$ cat src/rtl/fb_pkg.sv
// Shared framebuffer types and constants used by the reader, writer and VGA blocks.
package fb_pkg;

    localparam int SDRAM_ADDR_W     = 25;
    localparam int PIX_W            = 8;
    localparam int DEF_PIXEL_WIDTH  = 640;
    localparam int DEF_PIXEL_HEIGHT = 480;

    typedef enum logic [2:0] {
        IDLE,
        REQ,
        WAIT_HI,
        WAIT_LO,
        CAPTURE,
        GAP
    } rd_state_t;

endpackage

$ cat src/rtl/fb_pixel_fifo.sv
// First-word-fall-through pixel FIFO with occupancy count and synchronous flush.
module fb_pixel_fifo
    import fb_pkg::*;
#(
    parameter int DEPTH = 16
) (
    input  logic                       clk_sys,
    input  logic                       reset_n,
    input  logic                       flush,
    input  logic                       push,
    input  logic [PIX_W-1:0]           push_data,
    input  logic                       pop,
    output logic [PIX_W-1:0]           head_data,
    output logic                       empty,
    output logic [$clog2(DEPTH):0]     count
);

    localparam int PTR_W = $clog2(DEPTH);
    localparam int CNT_W = PTR_W + 1;

    logic [PIX_W-1:0] mem [DEPTH];
    logic [PTR_W-1:0] wr_ptr;
    logic [PTR_W-1:0] rd_ptr;
    logic             full;
    logic             do_push;
    logic             do_pop;

    assign empty     = (count == '0);
    assign full      = (count == CNT_W'(DEPTH));
    assign head_data = mem[rd_ptr];
    assign do_pop    = pop && !empty;
    // A push into a full FIFO is only accepted when a pop frees the slot in the same cycle.
    assign do_push   = push && (!full || do_pop);

    always_ff @(posedge clk_sys or negedge reset_n) begin
        if (!reset_n) begin
            wr_ptr <= '0;
            rd_ptr <= '0;
            count  <= '0;
        end else if (flush) begin
            wr_ptr <= '0;
            rd_ptr <= '0;
            count  <= '0;
        end else begin
            if (do_push) begin
                wr_ptr <= wr_ptr + PTR_W'(1);
            end
            if (do_pop) begin
                rd_ptr <= rd_ptr + PTR_W'(1);
            end
            unique case ({do_push, do_pop})
                2'b10:   count <= count + CNT_W'(1);
                2'b01:   count <= count - CNT_W'(1);
                default: ;
            endcase
        end
    end

    always_ff @(posedge clk_sys) begin
        if (do_push && !flush) begin
            mem[wr_ptr] <= push_data;
        end
    end

endmodule

$ cat src/rtl/fb_line_reader.sv
// Raster-order framebuffer reader: fetches pixels over one SDRAM byte channel
// and presents them as an x/y-tagged valid/ready pixel stream.
module fb_line_reader
    import fb_pkg::*;
#(
    parameter int                      PIXEL_WIDTH  = DEF_PIXEL_WIDTH,
    parameter int                      PIXEL_HEIGHT = DEF_PIXEL_HEIGHT,
    parameter logic [SDRAM_ADDR_W-1:0] ADDR_BASE    = 25'h0000000,
    parameter int                      FIFO_DEPTH   = 16,
    parameter int                      BUSY_TIMEOUT = 15
) (
    input  logic                    clk_sys,
    input  logic                    reset_n,
    input  logic                    frame_start,
    output logic [SDRAM_ADDR_W-1:0] ch_addr,
    output logic                    ch_rd,
    input  logic [PIX_W-1:0]        ch_dout,
    input  logic                    ch_busy,
    output logic                    refresh,
    output logic [PIX_W-1:0]        pix_data,
    output logic [9:0]              pix_x,
    output logic [8:0]              pix_y,
    output logic                    pix_valid,
    input  logic                    pix_ready,
    output logic                    line_done,
    output logic                    frame_done,
    output logic                    timeout_err
);

    localparam int TOTAL = PIXEL_WIDTH * PIXEL_HEIGHT;
    // One extra code so rd_idx can hold the end-of-frame value W*H.
    localparam int IDX_W = $clog2(TOTAL + 1);
    localparam int TMR_W = $clog2(BUSY_TIMEOUT + 1);
    localparam int CNT_W = $clog2(FIFO_DEPTH) + 1;

    localparam logic [IDX_W-1:0] LAST_IDX  = IDX_W'(TOTAL);
    localparam logic [TMR_W-1:0] TMR_LAST  = TMR_W'(BUSY_TIMEOUT - 1);
    localparam logic [CNT_W-1:0] DEPTH_CNT = CNT_W'(FIFO_DEPTH);
    localparam logic [9:0]       X_LAST    = 10'(PIXEL_WIDTH - 1);
    localparam logic [8:0]       Y_LAST    = 9'(PIXEL_HEIGHT - 1);

    rd_state_t        state;
    rd_state_t        state_d;
    logic [IDX_W-1:0] rd_idx;
    logic [IDX_W-1:0] rd_idx_d;
    logic [TMR_W-1:0] busy_tmr;
    logic             discard;
    logic             discard_d;
    logic             issue;
    logic             push;
    logic             timeout_hit;
    logic             in_xfer;
    logic             handshake;
    logic             fifo_empty;
    logic [PIX_W-1:0] fifo_head;
    logic [CNT_W-1:0] fifo_count;

    assign in_xfer   = (state == WAIT_HI) || (state == WAIT_LO) || (state == CAPTURE);
    assign pix_valid = !fifo_empty;
    assign pix_data  = fifo_empty ? '0 : fifo_head;
    assign handshake = pix_valid && pix_ready;

    always_comb begin
        state_d     = state;
        rd_idx_d    = rd_idx;
        discard_d   = discard;
        issue       = 1'b0;
        push        = 1'b0;
        timeout_hit = 1'b0;
        refresh     = 1'b0;
        unique case (state)
            IDLE: begin
                refresh = 1'b1;
                if (frame_start) begin
                    state_d = REQ;
                end
            end
            REQ: begin
                // Nothing is in flight here, so one free slot is enough to reserve the capture.
                issue   = !frame_start && (rd_idx < LAST_IDX) && (fifo_count < DEPTH_CNT);
                refresh = !issue;
                if (issue) begin
                    state_d = WAIT_HI;
                end
            end
            WAIT_HI: begin
                if (ch_busy) begin
                    state_d = WAIT_LO;
                end else if (busy_tmr == TMR_LAST) begin
                    timeout_hit = 1'b1;
                    state_d     = CAPTURE;
                end
            end
            WAIT_LO: begin
                if (!ch_busy) begin
                    state_d = CAPTURE;
                end
            end
            CAPTURE: begin
                push      = !discard && !frame_start;
                discard_d = 1'b0;
                if (!discard) begin
                    rd_idx_d = rd_idx + IDX_W'(1);
                end
                state_d = GAP;
            end
            GAP: begin
                refresh = 1'b1;
                state_d = ((rd_idx == LAST_IDX) && !frame_start) ? IDLE : REQ;
            end
            default: state_d = IDLE;
        endcase
        if (frame_start) begin
            rd_idx_d = '0;
            if ((state == WAIT_HI) || (state == WAIT_LO)) begin
                discard_d = 1'b1;
            end
        end
    end

    always_ff @(posedge clk_sys or negedge reset_n) begin
        if (!reset_n) begin
            state       <= IDLE;
            rd_idx      <= '0;
            discard     <= 1'b0;
            busy_tmr    <= '0;
            ch_rd       <= 1'b0;
            ch_addr     <= ADDR_BASE;
            timeout_err <= 1'b0;
        end else begin
            state    <= state_d;
            rd_idx   <= rd_idx_d;
            discard  <= discard_d;
            busy_tmr <= (state == WAIT_HI) ? busy_tmr + TMR_W'(1) : '0;
            ch_rd    <= (state_d == WAIT_HI) || (state_d == WAIT_LO) || (state_d == CAPTURE);
            // The address is frozen while a transaction is open, even across a frame restart.
            if (!in_xfer) begin
                ch_addr <= ADDR_BASE + SDRAM_ADDR_W'(rd_idx_d);
            end
            if (frame_start) begin
                timeout_err <= 1'b0;
            end else if (timeout_hit) begin
                timeout_err <= 1'b1;
            end
        end
    end

    always_ff @(posedge clk_sys or negedge reset_n) begin
        if (!reset_n) begin
            pix_x      <= '0;
            pix_y      <= '0;
            line_done  <= 1'b0;
            frame_done <= 1'b0;
        end else begin
            line_done  <= handshake && (pix_x == X_LAST);
            frame_done <= handshake && (pix_x == X_LAST) && (pix_y == Y_LAST);
            if (frame_start) begin
                pix_x <= '0;
                pix_y <= '0;
            end else if (handshake) begin
                if (pix_x == X_LAST) begin
                    pix_x <= '0;
                    pix_y <= (pix_y == Y_LAST) ? '0 : pix_y + 9'd1;
                end else begin
                    pix_x <= pix_x + 10'd1;
                end
            end
        end
    end

    fb_pixel_fifo #(
        .DEPTH (FIFO_DEPTH)
    ) u_fifo (
        .clk_sys   (clk_sys),
        .reset_n   (reset_n),
        .flush     (frame_start),
        .push      (push),
        .push_data (ch_dout),
        .pop       (handshake),
        .head_data (fifo_head),
        .empty     (fifo_empty),
        .count     (fifo_count)
    );

endmodule

$ cat config.mk
export PLATFORM = sky130hd
export DESIGN_NAME = fb_line_reader
export DESIGN_NICKNAME = d
export VERILOG_FILES = /design/src/rtl/fb_pkg.sv /design/src/rtl/fb_pixel_fifo.sv /design/src/rtl/fb_line_reader.sv
export SDC_FILE = /design/constraint.sdc
export NUM_CORES = 1
export LEC_CHECK = 0
export ABC_AREA = 1
export CORE_MARGIN = 2
export CORE_UTILIZATION = 45
export CTS_CLUSTER_SIZE = 20
export DETAILED_ROUTE_END_ITERATION = 7
export HOLD_SLACK_MARGIN = 0.1
export PLACE_DENSITY = 0.61
export SLEW_MARGIN = 40
export SYNTH_ARGS = -nofsm -noshare
export SYNTH_HDL_FRONTEND = slang
export SYNTH_SLANG_ARGS = --single-unit
$ cat constraint.sdc
create_clock -name clk_sys -period 2.4 [get_ports clk_sys]
set_input_delay 0.36 -clock clk_sys [delete_from_list [all_inputs] [get_ports clk_sys]]
set_output_delay 0.36 -clock clk_sys [all_outputs]
set_load 0.05 [all_outputs]
### Yosys cells after proc, flatten, opt, wreduce, memory -nomap -nowiden

Memory sizes are Yosys's and may differ from the RTL's.
Index checks and enable logic that the tools add are counted.

| cells by class | value |
|---|---|
| add/sub/neg operators | 8 |
| $lt $le $gt $ge | 2 |
| equality and inequality tests | 15 |
| multiplexer cells | 37 |
| reductions and logical operators | 30 |

Operators with widths:

| kind | number |
|---|---|
| $mux 19 | 3 |
| $mux 9 | 4 |
| $mux 10 | 3 |
| $mux 4 | 5 |
| $add 19x1->19 const B | 1 |
| $eq 19x19->1 const B | 1 |
| $lt 19x19->1 const B | 1 |
| $pmux 3 s6 | 1 |
| $mux 3 | 5 |
| $add 4x1->4 const B | 3 |
| $eq 3x2->1 const B | 4 |
| $mux 1 | 12 |
| $add 10x1->10 const B | 1 |
| $eq 10x10->1 const B | 1 |
| $logic_and 1x1->1 | 10 |
| $pmux 5 s2 | 1 |
| $reduce_bool 2->1 | 5 |
| $add 9x1->9 const B | 1 |
| $eq 3x3->1 const B | 3 |
| $eq 9x9->1 const B | 1 |
| $mux 8 | 1 |
| $add 5x1->5 const B | 1 |
| $eq 5x5->1 const B | 1 |
| $logic_not 1->1 | 5 |
| other kinds (14) | 18 |

| storage, ports and cells | value |
|---|---|
| bits in registers | 82 |
| memory bits (writable) | 128 |
| memories kept | 1 |

Memory list:

| memory | depth | width | read ports | clocked after memory_dff | write ports | line | text |
|---|---|---|---|---|---|---|---|
| u_fifo.mem | 16 | 8 | 1 | 0 | 1 | fb_pixel_fifo.sv:21 | `logic [PIX_W-1:0] mem [DEPTH];` |

### Depth between registers and ports, before layout

Gate-level depths: netlist of the first run.

| depth | value |
|---|---|
| word-level depth | 9 |
| gate-level depth with buffers | 14 |

### Cells and area by module

A second synthesis of the first run with hierarchy kept.

| unflattened totals | value |
|---|---|
| cells, all modules | 982 |
| area, all modules | 9821.9 um^2 |

By module, submodules not included:

| module | instances | cells each | area each (um^2) |
|---|---|---|---|
| fb_pixel_fifo | 1 | 505 | 6149.6 |
| fb_line_reader | 1 | 477 | 3672.3 |

### Worst setup path after synthesis of the first run

No wires, ideal clock.

| timing | value |
|---|---|
| kind | reg2out |
| from | reg u_fifo.rd_ptr[0] |
| to | out pix_data[6] |
| arrival | 1892 ps |
| data required time | 2040 ps |
| path slack | 148 ps |
| cell stages (with the launch flop) | 10 |
| path buffers | 2 |
| cell sequence | dfrtp_1 > inv_1 > buf_2 > buf_2 > nand2_1 > nand3_1 > nand3_1 > nand2_1 > nand2_1 > a21oi_1 |

| between the ends | value |
|---|---|
| cells in the longest elaborated chain, start to end | 2 |

RTL lines:

| what | line | text |
|---|---|---|
| from (decl) | fb_pixel_fifo.sv:23 | `logic [PTR_W-1:0] rd_ptr;` |
| from (signal assigned) | fb_pixel_fifo.sv:49 | `rd_ptr <= rd_ptr + PTR_W'(1);` |
| $mem_v2 16x8 | -- |  |
| $mux 8 | fb_line_reader.sv:60 | `assign pix_data = fifo_empty ? '0 : fifo_head;` |
| to (decl) | fb_line_reader.sv:20 | `output logic [PIX_W-1:0] pix_data,` |

No other way between the ends.

### Worst setup path after layout of the first run

| timing | value |
|---|---|
| from | reg u_fifo.rd_ptr[0] |
| to | out pix_data[5] |

Same word-level chain as after synthesis.

==> reports/summary.txt, run 1 <==
Outcome -> complete, but fails checks
Failing checks -> setup timing
Unique masters post-synth -> 42
Routability cong. -> 0.846
Post-synth top area cell -> edfxtp_1
Post-route DRC -> 0
Ports -> 71
Commonest non-fill, non-tap cell in the layout -> nand2_1
Starting Density -> 46.1%
P per Cell Area -> 703 nW/um2
Die area -> 22,800 um2
Sequential share of the synthesized area -> 60.7%
Wire length per cell -> 16.3 um
DR vias -> 7,332
Die Width -> 151 um
Final #Nets -> 1,154
Crit end category -> output pin
Drt first pass iters -> 5
Largest cells by area after synthesis -> edfxtp_1 40%, dfrtp_1 21%, nand2_1 12%, nand3_1 7.4%, inv_1 3.0%
Most frequent cells in the layout -> 306 x nand2_1, 128 x edfxtp_1, 126 x nand3_1, 79 x dfrtp_1, 75 x inv_1
Antenna Violating Nets Remaining -> 0
Fill cell count -> 1,865
Clock root buffer -> clkbuf_16
Largest net degree at the start of global routing -> 44
Flop-to-flop setup slack -> 0.38 ns
Fin. Hold Viols -> 0
First-pass GRT wire length -> 36.4 mm
Pwr Total -> 8490 uW
CP Max Fanout -> 6
# placed instances -> 1,366
Share of cells above drive strength 1 -> 14.6%
Worst Reg-to-Reg Cells -> 14
Wl on met1 -> 9.79 mm
Setup Viol. Count Final -> 7
Worst Max-Slew Pin Slew -> 0.731 ns
RSZ-0062 raised after global routing -> true
Critical path required time -> 2.04 ns
FP Rows -> 53
Die Height -> 151 um
Post-Syn Area per Cell -> 9.48 um2
Tmin final -> 2.46 ns
GRT Total Usage -> 20.6%
FF+latch area -> 5900 um2
ANT cells -> 0
Pleak -> 0.00514 uW
Clk slew on worst S/H paths -> 0.06 ns
Max Clock Freq -> 0.406 GHz
Max-slew violation count -> 0
Total Wirelength -> 23.2 mm
Fin worst setup slack -> -0.0649 ns
Cts bufs inserted -> 23
Startpoint Class -> flop
Top Metal Used -> met4
Arrival time worst endpoint -> 2.10 ns
Yosys reg bits -> 210
Tcrit/Tclk final -> 103%
Fin cells -> 1,418
Peak supply drop -> 0.000647 V
Port buffer count -> 64
TritonCTS clock tree -> yes
CTS max path bufs -> 3
Met2 WL -> 12.0 mm
Relative slew slack -> 51.1%
Clock Latency Late Sink -> 0.51 ns
Vias in the first global route -> 7,123
Core area -> 21,100 um2
Worst setup path category -> reg2out
Top-area cell type share of the netlist area -> 39.6%
GRT overflow -> 0
Cells after Synth -> 1,025
Number of max-cap violations -> 0
Area of the multi-input gates -> 3490 um2
Post-Syn Area -> 9720 um2
Vias per cell -> 5.17
CTS H-tree depth -> 1
Synth warn -> 0
Worst hold path class -> in2async
Initial antenna violation count -> 0
Area grow syn2layout -> 24.2%
Clock sinks -> 210
DP HPWL -> 14.9 mm
Metal3 WL -> 966 um
Clock Skews -> 0.0106 ns
Starting DRT DRC Count -> 465
==> cell usage after synthesis, drive strengths merged <==
master / number
xor2: 7
edfxtp: 128
fa: 1
a21oi: 23
o21bai: 2
xnor2: 3
nand2: 328
clkbuf: 11
o21a: 1
ha: 14
nand4: 27
nand3: 148
inv: 82
nand3b: 2
nor3: 32
o21ai: 30
buf: 33
dfrtp: 82
o31ai: 1
nor2: 62
clkinv: 1
or2: 2
conb: 1
o22ai: 1
a21boi: 1
a31oi: 2
==> path summary, 6_finish.rpt <==
check	startpoint	end
setup / recovery	u_fifo.rd_ptr[0]	pix_data[5]
hold / removal	reset_n	pix_x[2]
setup reg to reg	u_fifo.count[4]	u_fifo.count[4]
hold reg to reg	ch_addr[16]	ch_addr[16]
max in group asynchronous	reset_n	rd_idx[15]
min in group clk_sys	ch_addr[16]	ch_addr[16]
==> power by group <==
group	total (uW)	internal, uW	leakage (uW)	switching [uW]
Clock	3560	2160	0.000375	1390
Sequential	3990	3910	0.00228	76.8
Combinational	946	275	0.00248	672
Total	8490	6350	0.00514	2140
==> worst max-delay path, cell delays in order (launching register included) <==
cell      delay, ns
dfrtp_2        0.46
clkinv_4       0.14
buf_12         0.14
buf_16         0.11
nand2_2        0.04
nand3_1        0.05
nand3_1        0.09
nand2_1        0.12
nand2_1        0.08
a21oi_2        0.19
buf_12         0.16
==> metal layers <==
layer	global-route usage, %	vias up
met5	0	-
met4	5.65	0
met3	2.83	37
met2	37.8	168
met1	25.5	3489
li1	-	3638
==> layout make-up <==
| cell class | instances | share of cell area [%] |
|---|---|---|
| Clock inverter | 5 | 0.746 |
| Sequential cell | 210 | 48.9 |
| Tap cell | 275 | 2.85 |
| Timing Repair Buffer | 115 | 10.3 |
| Inverter | 83 | 2.63 |
| Multi-Input combinational cell | 693 | 28.9 |
| Clock buffer | 37 | 5.63 |
==> cell families after synthesis <==
family	share of synthesized area [%]
AO/OA/AOI/OAI	3.35
XOR/XNOR	0.901
adder cells (fa/ha/maj)	2.01
buffers and inverters	5.52
flip-flops	60.7
other	0.0386
AND/OR/NAND/NOR	27.5
==> per-stage QoR <==
step / TNS [ns] / setup WS (ns) / instance area (um2) / hold WS [ns] / util (%)
4_1_cts: -0.322 / -0.0495 / 11900 / 0.404 / 56.5
3_3_place_gp: -0.0248 / -0.0248 / 10900 / 0.398 / 51.8
2_1_floorplan: 0 / 0.148 / 9740 / 0.0644 / -
3_5_place_dp: -0.0667 / -0.0667 / 10900 / 0.405 / 51.8
5_1_grt: -0.934 / -0.153 / 12100 / 0.445 / 57.2
6_report: -0.142 / -0.0649 / 12100 / 0.394 / 57.2
==> what timing repair did <==
| item | in CTS | in global routing |
|---|---|---|
| gates resized for setup | 36 | 27 |
| hold buffers | 1 | 0 |
| setup buffers | 2 | 4 |
| setup endpoints to repair | 9 | 9 |
| hold endpoints to repair | 42 | 0 |
| pin swaps | 10 | 19 |
| gates cloned | 2 | 1 |
==> flip-flops by register name, summed over array words and instances, names as in the netlist <==
name and count:
state 3, rd_idx 19, pix_y 9, u_fifo.rd_ptr 4, busy_tmr 4, pix_x 10
u_fifo.count 5, u_fifo.mem 128, u_fifo.wr_ptr 4, line_done 1, ch_rd 1, frame_done 1
timeout_err 1, discard 1, ch_addr 19
(Power assumes the default switching activity.)
==> run 2, diff against run 1 <==
Settings changed: PLACE_DENSITY 0.61 to unset, PLACE_DENSITY_LB_ADDON set to 0.12.
==> reports/summary.txt, run 2 (synthesized netlist as in run 1, its figures left out) <==
Clk slew on worst S/H paths -> 0.06 ns
Die Width -> 151 um
Largest net degree at the start of global routing -> 63
Fin worst setup slack -> -0.0654 ns
Tmin final -> 2.47 ns
DP Area -> 10,900 um2
DP HPWL -> 15.5 mm
Design Area, Final -> 12,500 um2
Crit end category -> output pin
Area grow syn2layout -> 28.4%
Port buffer count -> 64
Top Registers -> u_fifo.mem: 128 flops, ch_addr: 19 flops, rd_idx: 19 flops
Setup Viol. Count Final -> 5
Core area -> 21,100 um2
CTS max path bufs -> 3
Fin cells -> 1,425
Flip-flop count of the largest register after layout -> 128
Routability cong. -> 0.851
Number of max-cap violations -> 0
P per Cell Area -> 686 nW/um2
Clock Skews -> 0.0122 ns
Worst hold path class -> in2async
Peak supply drop -> 0.000934 V
Post-route DRC -> 0
Fin Setup TNS -> -0.183 ns
DR vias -> 7,442
Total Wirelength -> 24.9 mm
ANT cells -> 0
GRT overflow -> 0
Die area -> 22,800 um2
Most frequent cells in the layout -> 290 x nand2_1, 128 x edfxtp_1, 99 x nand3_1, 79 x dfrtp_1, 75 x inv_1
First-pass GRT wire length -> 37.4 mm
Startpoint Class -> flop
Vias in the first global route -> 7,190
CP Max Fanout -> 6
Cts bufs inserted -> 23
Max-slew violation count -> 0
Fin. Hold Viols -> 0
Commonest non-fill, non-tap cell in the layout -> nand2_1
Antenna Violating Nets Remaining -> 0
# placed instances -> 1,366
Tcrit/Tclk final -> 103%
Worst Max-Slew Pin Slew -> 0.558 ns
Die Height -> 151 um
RSZ-0062 raised after global routing -> true
Ports -> 71
CTS H-tree depth -> 1
Pleak -> 0.00526 uW
Max Clock Freq -> 0.406 GHz
Starting Density -> 46.1%
Outcome -> complete, but fails checks
TritonCTS clock tree -> yes
Arrival time worst endpoint -> 2.11 ns
Clock sinks -> 210
Clock root buffer -> clkbuf_16
Critical path required time -> 2.04 ns
GRT Total Usage -> 21.1%
Initial antenna violation count -> 0
Worst setup path category -> reg2out
Share of cells above drive strength 1 -> 19.1%
FP Rows -> 53
Vias per cell -> 5.22
Starting DRT DRC Count -> 498
Relative slew slack -> 62.8%
Wire length per cell -> 17.5 um
Failing checks -> setup timing
Reg with most FFs -> u_fifo.mem
Final #Nets -> 1,161
Drt first pass iters -> 5
Clock Latency Late Sink -> 0.52 ns
[run 2: critical path, cell delays in order, from the launching register on]
cell       delay (ns)
dfrtp_2          0.41
buf_12           0.17
clkinv_16        0.07
clkbuf_16        0.15
nand2_4          0.05
nand3_2          0.06
nand3_2          0.12
nand2_1          0.09
nand2_1          0.08
a21oi_2          0.22
buf_12           0.16
[run 2: final timing paths]
path / cells past startpoint / from / endpoint / slack (ns)
hold / removal: 2 / reset_n / pix_y[0] / 0.27
hold reg to reg: 2 / ch_addr[17] / ch_addr[17] / 0.47
setup / recovery: 10 / u_fifo.rd_ptr[0] / pix_data[5] / -0.07
min in group clk_sys: 2 / ch_addr[17] / ch_addr[17] / 0.47
max in group asynchronous: 3 / reset_n / rd_idx[14] / 1.49
setup reg to reg: 14 / u_fifo.count[1] / u_fifo.count[4] / 0.33
[run 2: repair_timing]
action / 4_1_cts / 5_1_grt
cloned: 1 / 9
pin swaps: 3 / 42
hold buffers: 1 / 0
endpoints found under the setup margin: 9 / 9
setup buffers: 0 / 6
hold endpoints to repair: 20 / 0
resized for setup: 16 / 103
[run 2: layout make-up]
class	instances	area, um2
timing repair buffer	121	1410
sequential	210	5900
tap	275	344
fill	1813	8610
multi-input combinational	693	3690
timing repair inverter	1	16.3
clock buffer	39	736
inverter	83	342
clock inverter	3	43.8
[run 2: through the flow]
| step | setup WS [ns] | util [%] | power (uW) | hold WS [ns] |
|---|---|---|---|---|
| 2_1_floorplan | 0.148 | - | 4660 | 0.0644 |
| 3_3_place_gp | 0.0693 | 51.8 | 5010 | 0.269 |
| 3_5_place_dp | 0.0391 | 51.8 | 5010 | 0.271 |
| 4_1_cts | -0.0824 | 55.9 | 8590 | 0.268 |
| 5_1_grt | -0.112 | 59.2 | 8870 | 0.299 |
| 6_report | -0.0654 | 59.2 | 8560 | 0.272 |
[run 2: layer usage]
| metal | vias up | GRT usage, % | routed length, um |
|---|---|---|---|
| met1 | 3541 | 27.3 | 10500 |
| met5 | - | 0 | 0 |
| met4 | 0 | 5.28 | 731 |
| met3 | 63 | 3.07 | 1200 |
| met2 | 193 | 37.3 | 12500 |
| li1 | 3645 | - | - |
[run 2: where the power goes]
group / total (uW) / switching, uW / leakage [uW] / internal, uW
registers: 3990 / 81.7 / 0.00228 / 3910
logic: 979 / 689 / 0.00260 / 290
clock network: 3590 / 1410 / 0.000385 / 2180
